### config.mk
export PLATFORM = sky130hd
export DESIGN_NAME = loas_score_accumulator
export DESIGN_NICKNAME = d
export VERILOG_FILES = /design/src/rtl/loas_score_accumulator.sv
export SDC_FILE = /design/constraint.sdc
export NUM_CORES = 1
export LEC_CHECK = 0
export ABC_AREA = 1
export CAP_MARGIN = 30
export CORE_ASPECT_RATIO = 1.4
export CORE_UTILIZATION = 62
export DETAILED_ROUTE_END_ITERATION = 8
export PLACE_DENSITY = 0.8
export SYNTH_ARGS = -nofsm -noshare
export SYNTH_HDL_FRONTEND = slang
export SYNTH_SLANG_ARGS = --single-unit
export TNS_END_PERCENT = 50
### constraint.sdc
create_clock -name clk -period 4.84 [get_ports clk]
set_clock_uncertainty 0.1 [all_clocks]
set_input_delay 0.968 -clock clk [delete_from_list [all_inputs] [get_ports clk]]
set_output_delay 0.968 -clock clk [all_outputs]
set_load 0.05 [all_outputs]
### src/rtl/loas_score_accumulator.sv
// Per-neuron score accumulator between the LOAS join stream and the LIF update stage.
// Optional build macro LOAS_ACC_HITCOUNT_EN adds saturating per-neuron hit counters and out_hits.
//
// state   | meaning
// S_ACCUM | accept join hits, add scores into acc[]
// S_DRAIN | walk neuron ids 0..N-1, emit and clear non-empty entries
// S_FLUSH | let the last emitted entry drain, then pulse drain_done
module loas_score_accumulator #(
   parameter int T_WINDOW    = 16,
   parameter int NEURON_ID_W = 4,
   parameter int COL_ID_W    = 4,
   parameter int SCORE_W     = $clog2(T_WINDOW + 1),
   parameter int ACC_W       = 10
) (
   input  logic                   clk,
   input  logic                   rst,
   input  logic                   enable,
   input  logic                   in_valid,
   output logic                   in_ready,
   input  logic [NEURON_ID_W-1:0] in_neuron,
   input  logic [COL_ID_W-1:0]    in_col,
   input  logic [SCORE_W-1:0]     in_score,
   input  logic                   window_done,
   output logic                   out_valid,
   input  logic                   out_ready,
   output logic [NEURON_ID_W-1:0] out_neuron,
   output logic [ACC_W-1:0]       out_sum,
`ifdef LOAS_ACC_HITCOUNT_EN
   output logic [COL_ID_W:0]      out_hits,
`endif
   output logic                   drain_done,
   output logic                   busy,
   output logic                   sat_flag
);

   localparam int N   = 2 ** NEURON_ID_W;
   localparam int AW1 = ACC_W + 1;
   localparam logic [ACC_W-1:0]       ACC_MAX  = '1;
   localparam logic [NEURON_ID_W-1:0] IDX_LAST = '1;

   typedef enum logic [1:0] {S_ACCUM, S_DRAIN, S_FLUSH} state_t;

   state_t                 state;
   logic [NEURON_ID_W-1:0] idx;
   logic [ACC_W-1:0]       acc [N];
   logic [ACC_W:0]         add_ext;
   logic [ACC_W-1:0]       add_sat;
   logic                   emit;
   logic                   out_free;

   // One extra bit catches the carry so the clamp never wraps.
   assign add_ext  = {1'b0, acc[in_neuron]} + AW1'(in_score);
   assign add_sat  = add_ext[ACC_W] ? ACC_MAX : add_ext[ACC_W-1:0];
   assign out_free = !out_valid || out_ready;
   assign in_ready = (state == S_ACCUM) && enable && !rst;
   assign busy     = (state != S_ACCUM);

`ifdef LOAS_ACC_HITCOUNT_EN
   localparam logic [COL_ID_W:0] HITS_MAX = '1;
   logic [COL_ID_W:0] hits [N];
   logic unused_col;
   assign unused_col = ^in_col;
   assign emit = (acc[idx] != '0) || (hits[idx] != '0);
`else
   logic unused_col;
   assign unused_col = ^in_col;
   assign emit = (acc[idx] != '0);
`endif

   always_ff @(posedge clk) begin
      if (rst) begin
         state      <= S_ACCUM;
         idx        <= '0;
         out_valid  <= 1'b0;
         out_neuron <= '0;
         out_sum    <= '0;
         drain_done <= 1'b0;
         sat_flag   <= 1'b0;
         for (int i = 0; i < N; i++) acc[i] <= '0;
`ifdef LOAS_ACC_HITCOUNT_EN
         out_hits <= '0;
         for (int i = 0; i < N; i++) hits[i] <= '0;
`endif
      end else begin
         drain_done <= 1'b0;
         // Frozen, but a handshake already on the wire still retires.
         if (!enable && out_valid && out_ready) out_valid <= 1'b0;
         if (enable) begin
            case (state)
               S_ACCUM: begin
                  if (in_valid) begin
                     acc[in_neuron] <= add_sat;
                     if (add_ext[ACC_W]) sat_flag <= 1'b1;
`ifdef LOAS_ACC_HITCOUNT_EN
                     if (hits[in_neuron] != HITS_MAX)
                        hits[in_neuron] <= hits[in_neuron] + 1'b1;
`endif
                  end
                  if (window_done) begin
                     state <= S_DRAIN;
                     idx   <= '0;
                  end
               end
               S_DRAIN: begin
                  if (out_free) begin
                     if (emit) begin
                        out_valid  <= 1'b1;
                        out_neuron <= idx;
                        out_sum    <= acc[idx];
                        acc[idx]   <= '0;
`ifdef LOAS_ACC_HITCOUNT_EN
                        out_hits   <= hits[idx];
                        hits[idx]  <= '0;
`endif
                     end else begin
                        out_valid <= 1'b0;
                     end
                     idx <= idx + 1'b1;
                     if (idx == IDX_LAST) state <= S_FLUSH;
                  end
               end
               S_FLUSH: begin
                  if (out_free) begin
                     out_valid  <= 1'b0;
                     drain_done <= 1'b1;
                     state      <= S_ACCUM;
                  end
               end
               default: state <= S_ACCUM;
            endcase
         end
      end
   end

endmodule

==> results.toml <==
[placed_design]
dpl.hpwl_mm = 21.80
place_congestion = 0.9341
port-buffer-count = 33
dp_slack_ns = 0.2077
postPlaceCellArea_um2 = 11220

[sta]
tns_ns = 0
period_minus_slack_ns = 4.310
layout_setup_ws_ns = 0.5299
slew_headroom_pct = 39.06
fmaxAchievable_mhz = 232.0
setup_violations = 0
worstMarginPinSlew_ns = 0.9131
drv_slew = 0
hold_viol_final = 0
period_share_pct = 89.05
rsz0062_at_grt = "no"

[cts]
cts_buffers = 17
postCtsSetupBuffers = 0
cts_resized = 0
holdBufCountCts = 0
cts_max_level = 4
cts_sinks = 187
clk_pin_slew_worst_paths_ns = 0.07
clockBufferDepth = 2
tritoncts = "built"
clk_latency_ns = 0.44
clock-root-buffer = "clkbuf_16"

[power_and_ir_drop]
power.switching_mw = 1.269
seqPwrFrac_pct = 44.5
p_int_mw = 2.860
p_clk_share_pct = 35.1
switching_share_pct = 30.73
vdd_drop_max_uv = 263.5
power.density_nw_per_um2 = 349.4
power_frac_comb_pct = 20.5
p_leak_nw = 4.810

[routing]
detail-route-antenna-nets = 0
wl_per_cell_um = 20.51
vias = 9213
via_per_inst = 6.081
drt_iter0_drc = 1161
dr.pass1.iters = 6
drc = 0
routed_wirelength_mm = 31.07

[critical_path]
crit_family = "compound AO/OA/AOI/OAI gates"
worst_setup_path_start_kind = "primary input"
critical_path_class = "in2reg"
cp_cell_sequence = "buf_2, buf_4, buf_4, a21oi_1, o21ai_0, o21ai_0, o221ai_1, nand2_1, ha_1, nand2_1, o21ai_0, nand3_1, nor2_1, nand2_1, o31ai_2, buf_4, nor2_1"
worst_ep_arrival_time_ns = 4.39
path_max_fanout = 13
end_kind = "flop"
path_buf_inv = 4
cpPeakStageDelay_ns = 0.38
required_ns = 4.92
crit_slowest_cell = "ha_1"

[synthesis]
synth-seq-cells = 187
yosys_warnings = 0
syn-mean-instance-area_um2 = 8.269
mappedNetlistArea_um2 = 10650
ys.flop_type = "edfxtp_1"
synth_commonest_cells = "nand2_1, nor2_1, edfxtp_1"
syn_inst = 1288
synth_fp_nets = 1317
synth.most_common_cell = "nand2_1"
netlist.area_leader.share_pct = 45.11
yosysUniqueCellTypes = 42
synth-seq-area-share_pct = 50.19
yosysTopAreaCell = "edfxtp_1"
ys_top_cells_by_area = "edfxtp_1, nand2_1, nor2_1, nand3_1, dfxtp_1"
synth-edff-count = 160
async_reset_ff_share_pct = 0

[global_routing]
use_met3_pct = 6.161
gr-usage-met1_pct = 43.62
use_met2_pct = 60.88
grt_max_degree = 141
antenna_found_initial = 0
grt_pass1_wl_mm = 46.86
grt_overflow = 0
grt_usage_pct = 36.39
grt_pass1_vias = 8580
grt_busiest_layer = "met2"

[die]
fp.dieW_um = 112.8
io_pins = 38
die_h_um = 157.1
core_um2 = 16750
die_area_um2 = 17710
start_util_pct = 63.60
num_rows = 56

[job]
maxCapViolCount = 0

[finish]
diodes = 0
area_growth_pct = 10.96
fin_util_pct = 70.57
drive_gt1_share_pct = 10.14
nFillCells = 1326
final_area_um2 = 11820
finalNetCount = 1328

[run_status]
status = "finished, final reports clean"

[hold_path]
holdCritPathClass = "reg2reg"
registers in the layout (all words and copies together) (netlist names), named ones only:
register / flops
out_sum: 10
state: 2
out_valid: 1
sat_flag: 1
idx: 4
out_neuron: 4
drain_done: 1
acc: 160
routing by layer:
metal,up-vias,wire (um)
li1,4315,-
met1,4271,11330
met2,506,15090
met3,121,2595
met4,0,2055
met5,-,0
kinds of logic after synthesis:
family,share of synthesized area [%]
buf+inv,9.998
compound gates,13.04
xor+xnor,0.4113
flops,50.19
fa+ha+maj,1.245
simple gates,25.12
per-stage QoR:
stage | hold WS (ns) | power (mW) | std cells
floorplan | 0.3854 | 2.383 | 1288
global placement | 0.3588 | 2.673 | 1483
detailed placement | 0.3620 | 2.690 | 1483
CTS | 0.3732 | 4.110 | 1515
global route | 0.3828 | 4.242 | 1515
finish | 0.3731 | 4.129 | 1515
layout make-up:
class                   count  area (um^2)  area share [%]
clock buffers              18        429.2           3.632
well taps                 203        254.0           2.149
clock inverters            14        172.7           1.461
flip-flops and latches    187         5349           45.26
multi-input cells         870         4240           35.88
repair buffers             86        858.3           7.263
inverters                 137        514.2           4.352
placed cells by master, fill, tap and decap left out, types with 4 or more instances in the layout:
cell type / instances
inv_6: 4
buf_4: 43
o221ai_1: 11
clkinv_1: 4
nand2_1: 243
o21ai_0: 77
dfxtp_1: 26
inv_2: 6
edfxtp_1: 160
nor2_1: 195
nand3_1: 145
ha_1: 9
o21ai_2: 7
nand2_2: 5
clkbuf_16: 17
clkdlybuf4s50_1: 31
a21oi_1: 73
buf_12: 11
inv_1: 127
nor2_2: 16
inv_8: 5
o211ai_1: 49
or2_1: 12
path summary, 6_finish.rpt:
check	startpoint	endpoint	slack, ns	cells past startpoint
min	out_sum[6]	out_sum[6]	0.37	2
min reg2reg	out_sum[6]	out_sum[6]	0.37	2
max	in_neuron[1]	acc[9][9]	0.53	17
max reg2reg	flop	acc[10][5]	0.66	14
worst reg2reg max path: cells and delay by family, from the launching register on:
kind	cells	cell delay, ns
buf+inv	2	0.88
flops	1	0.35
simple gates	10	1.70
compound gates	2	0.80
power by group through the flow:
stage | clock network (mW) | registers (mW) | logic [mW]
2_1_floorplan | 0 | 1.88 | 0.505
3_3_place_gp | 0 | 1.87 | 0.805
3_5_place_dp | 0 | 1.87 | 0.819
4_1_cts | 1.45 | 1.84 | 0.824
5_1_grt | 1.50 | 1.84 | 0.897
6_report | 1.45 | 1.84 | 0.845
No activity file was read; power rests on OpenSTA's default activity.
